<file path="config.mk">
export PLATFORM = sky130hd
export DESIGN_NAME = sequential_16bit_en
export DESIGN_NICKNAME = d
export VERILOG_FILES = /design/src/rtl/sequential_16bit_en.sv
export SDC_FILE = /design/constraint.sdc
export NUM_CORES = 1
export LEC_CHECK = 0
export ABC_AREA = 0
export ABC_CLOCK_PERIOD_IN_PS = 1900
export CAP_MARGIN = 20
export CORE_MARGIN = 10
export CORE_UTILIZATION = 34
export CTS_BUF_LIST = sky130_fd_sc_hd__clkbuf_4 sky130_fd_sc_hd__clkbuf_8
export DETAILED_ROUTE_END_ITERATION = 10
export PLACE_DENSITY = 0.82
export SLEW_MARGIN = 20
export SYNTH_ARGS = -nofsm -noshare
export SYNTH_HDL_FRONTEND = slang
export SYNTH_SLANG_ARGS = --single-unit
</file>
<file path="constraint.sdc">
create_clock -name clk -period 1.9 [get_ports clk]
set_clock_uncertainty 0.1 [all_clocks]
set_input_delay 0.19 -clock clk [delete_from_list [all_inputs] [get_ports clk]]
set_output_delay 0.19 -clock clk [all_outputs]
set_load 0.1 [all_outputs]
</file>
<file path="src/rtl/sequential_16bit_en.sv">
// -----------------------------------------------------------------------------
// sequential_16bit_en
//
// This is the golden reference for the sequential/enable demo. It is a 16-bit
// up-counter with a synchronous count enable and an asynchronous clear. Every
// signal enters and leaves through the 28-bit user I/O bank, so a fabric
// implementation can be compared against it pad for pad.
//
// Ports:
//   clk          design clock; all state updates happen on its rising edge
//   io_in[0]     rst: asynchronous, active-high clear of the counter
//   io_in[1]     en : count enable, active-high, sampled on rising clk
//   io_in[27:2]  unused
//   io_out[1:0]  tied 0 (these pads are inputs)
//   io_out[17:2] counter value
//   io_out[18]   terminal-count flag, high while the counter reads 0xFFFF
//   io_out[27:19] tied 0
//   io_oeb       constant 28'h0000003: pads [1:0] are inputs, [27:2] are driven
// -----------------------------------------------------------------------------
module sequential_16bit_en (
  input  logic        clk,
  input  logic [27:0] io_in,
  output logic [27:0] io_out,
  output logic [27:0] io_oeb
);

  localparam int unsigned DATA_W = 16;

  logic              rst;
  logic              en;
  logic [DATA_W-1:0] count_q;
  logic [DATA_W-1:0] count_d;
  logic              tc;
  logic              unused_io_in;

  assign rst = io_in[0];
  assign en  = io_in[1];

  // The upper input pads carry nothing for this design.
  assign unused_io_in = ^io_in[27:2];

  // Modulo-2^16 increment; 0xFFFF rolls over to 0x0000 with no stall.
  function automatic logic [DATA_W-1:0] wrap_inc(input logic [DATA_W-1:0] v);
    return v + {{(DATA_W-1){1'b0}}, 1'b1};
  endfunction

  always_comb begin
    count_d = count_q;
    if (en) begin
      count_d = wrap_inc(count_q);
    end
  end

  // ---- stage p0: counter register (cleared asynchronously by rst) ----
  always_ff @(posedge clk or posedge rst) begin
    if (rst) begin
      count_q <= '0;
    end else begin
      count_q <= count_d;
    end
  end

  // ---- output mapping: purely combinational from count_q ----
  // tc has zero latency relative to the counter, so it is decoded here rather
  // than registered.
  assign tc = (count_q == {DATA_W{1'b1}});

  assign io_out = {9'b0, tc, count_q, 2'b00};

  // Pad directions never change, including during reset.
  assign io_oeb = 28'h0000003;

endmodule

</file>
==> results of run 1 <==
## metrics by stage
step	TNS (ns)	hold WS [ns]	power, W
after floorplan	-0.1204	0.002794	0.001708
after global placement	0	0.3673	0.001901
after detailed placement	0	0.3755	0.001917
after CTS	0	0.1890	0.002144
after global routing	0	0.2180	0.002262
final	0	0.1703	0.002158
## power by group
| group | internal, W | switching (W) | leakage [nW] |
|---|---|---|---|
| combinational | 0.000274 | 0.00108 | 0.449 |
| clock | 0.000117 | 0.000106 | 0.0210 |
| sequential | 0.000435 | 0.000151 | 0.185 |
## cells in the mapped netlist
library cell / instances / area (um^2)
sky130_fd_sc_hd__nor3_1: 4 / 20.02
sky130_fd_sc_hd__nor4_1: 2 / 12.51
sky130_fd_sc_hd__nand4_1: 4 / 25.02
sky130_fd_sc_hd__mux2_2: 1 / 11.26
sky130_fd_sc_hd__buf_4: 40 / 300.3
sky130_fd_sc_hd__clkbuf_2: 1 / 5.000
sky130_fd_sc_hd__nand2_1: 3 / 11.26
sky130_fd_sc_hd__nand2_2: 1 / 6.260
sky130_fd_sc_hd__dfrtp_1: 16 / 400.4
sky130_fd_sc_hd__ha_1: 1 / 12.51
sky130_fd_sc_hd__inv_1: 3 / 11.26
sky130_fd_sc_hd__nand4_4: 2 / 42.54
sky130_fd_sc_hd__and4_1: 1 / 8.760
sky130_fd_sc_hd__nor4_2: 5 / 62.56
sky130_fd_sc_hd__conb_1: 2 / 7.510
sky130_fd_sc_hd__xor2_1: 10 / 87.58
sky130_fd_sc_hd__nor2_1: 1 / 3.750
sky130_fd_sc_hd__nand3_1: 5 / 25.02
sky130_fd_sc_hd__xnor2_1: 5 / 43.79
## cells by family (layout without fill, tap and decap cells)
| family | count (synthesis) | after routing | share of synthesized area, % |
|---|---|---|---|
| multiplexers | 1 | 1 | 1.026 |
| AND/OR/NAND/NOR | 28 | 28 | 19.84 |
| adder cells (fa/ha/maj) | 1 | 1 | 1.140 |
| flip-flops | 16 | 16 | 36.49 |
| buffers and inverters | 44 | 39 | 28.85 |
| XOR/XNOR | 15 | 15 | 11.97 |
| other | 2 | 39 | 0.6844 |
## path summary, 6_finish.rpt
path / startpoint / end / slack (ns)
max in group asynchronous: io_in[0] / count_q[12] / 1.10
min reg2reg: count_q[13] / count_q[13] / 0.39
max reg2reg: count_q[0] / count_q[14] / 0.34
max: count_q[8] / io_out[18] / 0.11
min: io_in[0] / count_q[14] / 0.17
min in group clk: count_q[13] / count_q[13] / 0.39
## worst max-delay path, cell delays in order (launching register included)
cell	delay (ns)
sky130_fd_sc_hd__dfrtp_2	0.42
sky130_fd_sc_hd__nand4_4	0.11
sky130_fd_sc_hd__nor4_1	0.24
sky130_fd_sc_hd__and4_1	0.27
sky130_fd_sc_hd__buf_12	0.18
## layout make-up
type	count	area (um^2)	share of cell area (%)
multi-input cells	84	519.2	39.26
inverters	3	11.26	0.8515
flip-flops and latches	16	417.9	31.60
well taps	44	55.05	4.163
clock buffers	4	36.28	2.744
repair buffers	32	282.8	21.38
## per-layer routing
| layer | up-vias | global-route usage, % |
|---|---|---|
| li1 | 344 | - |
| met3 | 2 | 2.564 |
| met5 | - | 0 |
| met1 | 338 | 8.389 |
| met4 | 0 | 3.346 |
| met2 | 34 | 11.05 |
## what timing repair did
item,4_1_cts,5_1_grt
endpoints found under the hold margin,0,0
hold buffers,0,0
buffers inserted,1,10
pin swaps,1,1
setup endpoints to repair,1,1
==> run_results.csv, run 1 <==
group,metric,value,unit
synthesis,ys_seq_elements,16,
clock_network,clk_root_buffer_cell,"sky130_fd_sc_hd__clkbuf_4",
final_layout,most-common-layout-cells,"sky130_fd_sc_hd__conb_1 (39), sky130_fd_sc_hd__buf_4 (27), sky130_fd_sc_hd__dfrtp_2 (14)",
setup_path,critPathMaxFanout,3,
final_layout,area_growth_syn_to_layout,20.52,%
placement,dpl.cell_count,168,
placement,dp_hpwl,1.845,mm
sta,slew-limit-headroom,59.18,%
global_routing,antenna_found_initial,0,
floorplan,chipWidth,76.81,um
min_path,min_path_type,"input port to async pin",
routing,first_iter_violations,27,
synthesis,syn-mean-instance-area,10.26,um^2
final_layout,largest_reg_flops,16,
clock_network,clock_insertion_delay_worst_skew,0.28,ns
sta,setup_ws,0.1052,ns
clock_network,numClockSinks,16,
routing,first_drt_pass_iteration_count,4,
routing,drcViolationCount,0,
routing,detailroute.wirelength.met2,1.115,mm
placement,pre_cts_slack,0.2249,ns
final_layout,reg.largest.list,"count_q x16",
routing,wl_met3,167,um
final_layout,final_nets,170,
routing,met1Wirelength,1.027,mm
final_layout,layout_commonest_cell,"sky130_fd_sc_hd__conb_1",
clock_network,cts_inserted_buffers,3,
setup_path,reg2reg_depth,4,
floorplan,core,0.003078,mm^2
final_layout,finalCoreUtilization,42.97,%
sta,period_share,94.46,%
clock_network,cts.path.max_buffers,2,
final_layout,final_cells,183,
setup_path,worstSetupPathType,"flip-flop to primary output",
sta,tightestPinTransition,0.6117,ns
placement,io_buffer_count,19,
routing,postRouteWirelength,2.317,mm
sta,setup_repair_after_global_routing_missed_its_margin,"no",
power_and_ir_drop,static-leakage-power,0.6546,nW
routing,route.detailed.vias_per_inst,3.923,
final_layout,layout-drive-gt1-share,41.01,%
floorplan,starting_density_of_the_core,35.65,%
floorplan,die_area,0.005900,mm^2
routing,ant_nets,0,
synthesis,yosysSeqAreaShare,36.49,%
flow_run,max-cap-violations,0,
clock_network,cts_tree,"built",
routing,detail_route.wl_per_cell,12.66,um
final_layout,regMostFlops,"count_q",
sta,report.final.setup_viol,0,
sta,achievable-frequency,557.2,MHz
power_and_ir_drop,ir_drop,0.001008,V
outcome,result_of_the_run,"finished, final reports clean",
placement,globalplace.congestion,0.7536,
floorplan,boundary_pin_count,85,
final_layout,layout.cell_area.non_filler,0.001323,mm^2
clock_network,postCtsResizedCells,0,
synthesis,synthesis.area,0.001097,mm^2
power_and_ir_drop,p_per_area,1632,mW/mm^2
global_routing,grt_start_max_net_pins,17,
clock_network,cts-htree-levels,1,
setup_path,crit_arrival,1.50,ns
setup_path,critical_path.startpoint_type,"flip-flop",
routing,highest-signal-layer,"met4",
setup_path,required,1.61,ns
floorplan,rows,20,
sta,fin_crit,1.795,ns
final_layout,nFillCells,321,
setup_path,crit_path_end_kind,"primary output",
placement,placed_cell_area,0.001204,mm^2
floorplan,die_height,76.81,um
clock_network,cts.reportedPaths.clkPinSlew,0.09,ns
routing,route.vias.total,718,
synthesis,netlist-cell-type-count,19,
global_routing,wire_length_of_the_first_global_routing_pass,3.477,mm
global_routing,globalRouteTotalUtil,7.078,%
global_routing,vias_in_the_first_global_route,714,
sta,hold_viol_final,0,
synthesis,synthesis.yosys.warnings,0,
synthesis,gate_count_post_synth,107,
sta,final_max_slew_viol_count,0,
final_layout,diodes,0,
global_routing,overflow,0,
Power figures use the tool's default switching activity.
==> inputs of run 2 (changes only) <==
ABC_AREA = 1   (was 0)
CORE_UTILIZATION = 36   (was 34)
==> run 2 against run 1 <==
  * First-iteration DRC count rose by 96%
  * Final cell count increased by 26%
  * Sequential cell count stayed put
  * Via count up 34%
  * Total power rose by 2.6%
  * Die area grew 4.6%
  * Sequential power shrank 5.1%
  * Routed wire length increased by 12%
  * Largest power group unchanged
==> run_results.csv, run 2 <==
group,metric,value,unit
global_routing,globalRouteTotalUtil,8.423,%
global_routing,grt_start_max_net_pins,17,
clock_network,cts.reportedPaths.clkPinSlew,0.10,ns
global_routing,grt_use_met2,14.14,%
power_and_ir_drop,p_per_area,1564,mW/mm^2
final_layout,area_growth_syn_to_layout,14.71,%
placement,pre_cts_slack,0.1733,ns
final_layout,reg.largest.list,"count_q x16",
routing,first_drt_pass_iteration_count,4,
synthesis,netlist_top_cells_area,"sky130_fd_sc_hd__dfrtp_1 (32%), sky130_fd_sc_hd__buf_4 (25%), sky130_fd_sc_hd__nand2_1 (10%)",
routing,route.detailed.vias_per_inst,4.165,
setup_path,timing.critical_path.slowest_stage_cell,"sky130_fd_sc_hd__dfrtp_4",
final_layout,regMostFlops,"count_q",
min_path,min_path_type,"input port to async pin",
synthesis,syn-mean-instance-area,7.615,um^2
clock_network,clock_insertion_delay_worst_skew,0.28,ns
synthesis,synthesis.area,0.001234,mm^2
setup_path,critical_path.startpoint_type,"flip-flop",
synthesis,synth-main-ff-cell,"sky130_fd_sc_hd__dfrtp_1",
global_routing,overflow,0,
clock_network,clk_root_buffer_cell,"sky130_fd_sc_hd__clkbuf_4",
floorplan,rows,21,
synthesis,synth_edf_count,0,
routing,ant_nets,0,
sta,report.final.setup_viol,0,
sta,tightestPinTransition,0.6009,ns
routing,detail_route.wl_per_cell,11.28,um
global_routing,grt_met3_usage,2.961,%
floorplan,chipWidth,78.54,um
clock_network,cts_tree,"built",
sta,achievable-frequency,553.0,MHz
power_and_ir_drop,static-leakage-power,0.7332,nW
setup_path,crit_path_end_kind,"primary output",
sta,fin_tns_setup,0,ns
routing,first_iter_violations,53,
sta,hold_slack,0.1631,ns
placement,dpl.cell_count,223,
final_layout,layout-drive-gt1-share,27.57,%
setup_path,worstPathCellList,"ha_4 -> nand2_1 -> nor3_2 -> nand4_1 -> nor2_2 -> buf_12",
synthesis,ys_async_sr_fraction,100.0,%
routing,route.vias.total,962,
synthesis,ys_seq_elements,16,
routing,postRouteWirelength,2.606,mm
placement,globalplace.congestion,0.8367,
sta,hold_viol_final,0,
final_layout,most-common-layout-cells,"sky130_fd_sc_hd__conb_1 (39), sky130_fd_sc_hd__nand2_1 (34), sky130_fd_sc_hd__inv_1 (18), sky130_fd_sc_hd__buf_4 (18), sky130_fd_sc_hd__nand3_1 (13)",
global_routing,antenna_found_initial,0,
final_layout,diodes,0,
synthesis,synthesis.yosys.warnings,0,
sta,setup_repair_after_global_routing_missed_its_margin,"no",
setup_path,crit_arrival,1.52,ns
global_routing,vias_in_the_first_global_route,1033,
routing,drcViolationCount,0,
placement,io_buffer_count,19,
setup_path,worst_path_max_stage_delay,0.44,ns
sta,fin_crit,1.808,ns
synthesis,post_synth_most_frequent_cells,"sky130_fd_sc_hd__buf_4 (41), sky130_fd_sc_hd__nand2_1 (34), sky130_fd_sc_hd__inv_1 (18)",
clock_network,cts-htree-levels,1,
sta,slew-limit-headroom,59.89,%
clock_network,hold_buffer_count_at_cts,0,
synthesis,post-synth-top-count-cell,"sky130_fd_sc_hd__buf_4",
final_layout,final_nets,216,
synthesis,yosysSeqAreaShare,32.45,%
final_layout,final_cells,231,
global_routing,global_routing_met1_resource_utilization,8.983,%
sta,period_share,95.17,%
clock_network,cts.path.max_buffers,2,
synthesis,gate_count_post_synth,162,
sta,final_max_slew_viol_count,0,
floorplan,starting_density_of_the_core,36.97,%
final_layout,layout_commonest_cell,"sky130_fd_sc_hd__conb_1",
synthesis,synthDominantAreaCellType,"sky130_fd_sc_hd__dfrtp_1",
power_and_ir_drop,ir_drop,0.0008009,V
synthesis,synth_top_area_share,32.45,%
global_routing,grt.busiest_layer,"met2",
outcome,result_of_the_run,"finished, final reports clean",
setup_path,required,1.61,ns
sta,setup_ws,0.09184,ns
flow_run,max-cap-violations,0,
clock_network,numClockSinks,16,
clock_network,cts_inserted_buffers,3,
synthesis,netlist-cell-type-count,19,
placement,dp_hpwl,2.131,mm
setup_path,critPathMaxFanout,3,
final_layout,largest_reg_flops,16,
floorplan,boundary_pin_count,85,
global_routing,wire_length_of_the_first_global_routing_pass,4.395,mm
setup_path,worstSetupPathType,"flip-flop to primary output",
floorplan,die_area,0.006169,mm^2
floorplan,core,0.003337,mm^2
floorplan,die_height,78.54,um
-- run 2: routing by layer --
metal	share of wire, %	vias up
met1	40	433
met4	1.8	0
met3	9.6	8
met5	0	-
li1	-	470
met2	49	51
-- run 2: metrics by stage --
stage	cell area, um^2	util, %	power, W
3_3_place_gp	1329	39.82	0.001887
2_1_floorplan	1394	-	0.001754
6_report	1415	42.41	0.002213
5_1_grt	1415	42.41	0.002309
3_5_place_dp	1329	39.82	0.001900
4_1_cts	1400	41.96	0.002192
-- run 2: repair_timing --
item	in CTS	in global routing
setup buffers	2	2
endpoints found under the hold margin	0	0
pin swaps	1	2
setup endpoints to repair	1	1
gates resized for setup	4	0
-- run 2: worst max-delay path, delay by kind of cell, from the launching register on --
family	cells	cell delay (ns)
adders and majority gates	1	0.15
DFF	1	0.44
buffers and inverters	1	0.19
and+or+nand+nor	4	0.45
-- run 2: power by group --
part | total (W) | internal, W | switching [W]
clock | 0.000229 | 0.000117 | 0.000112
combinational | 0.00143 | 0.000263 | 0.00117
sequential | 0.000556 | 0.000445 | 0.000110
-- run 2: cell families after synthesis --
kind of cell / Yosys count / share of synthesized area [%]
simple gates: 73 / 29.21
buf+inv: 61 / 31.03
flops: 16 / 32.45
xor+xnor: 6 / 4.260
compound gates: 3 / 1.420
other cells: 2 / 0.6087
fa+ha+maj: 1 / 1.014
-- run 2: worst paths after layout --
| check | from | to | slack, ns | cells past startpoint |
|---|---|---|---|---|
| worst max-delay path | count_q[1] | io_out[18] | 0.09 | 6 |
| worst min-delay path | io_in[0] | count_q[5] | 0.16 | 2 |
| worst max register to register | count_q[1] | count_q[8] | 0.47 | 7 |
| worst min register to register | count_q[5] | count_q[5] | 0.41 | 1 |
| max in group asynchronous | io_in[0] | count_q[0] | 1.09 | 2 |
| min in group clk | count_q[5] | count_q[5] | 0.41 | 1 |
-- run 2: final cells by class --
| class | instances | area (um^2) |
|---|---|---|
| Fill cell | 349 | 1922 |
| Timing Repair Buffer | 23 | 215.2 |
| Inverter | 20 | 75.07 |
| Sequential cell | 16 | 421.7 |
| Multi-Input combinational cell | 122 | 609.3 |
| Clock buffer | 4 | 36.28 |
| Tap cell | 46 | 57.56 |
==> inputs of run 3 (changes only) <==
HOLD_SLACK_MARGIN = 0.1   (was unset)
SLEW_MARGIN = unset   (was 20)
==> results of run 3 <==
Same layout as run 2: the final DEF is identical, and so are final timing and power.
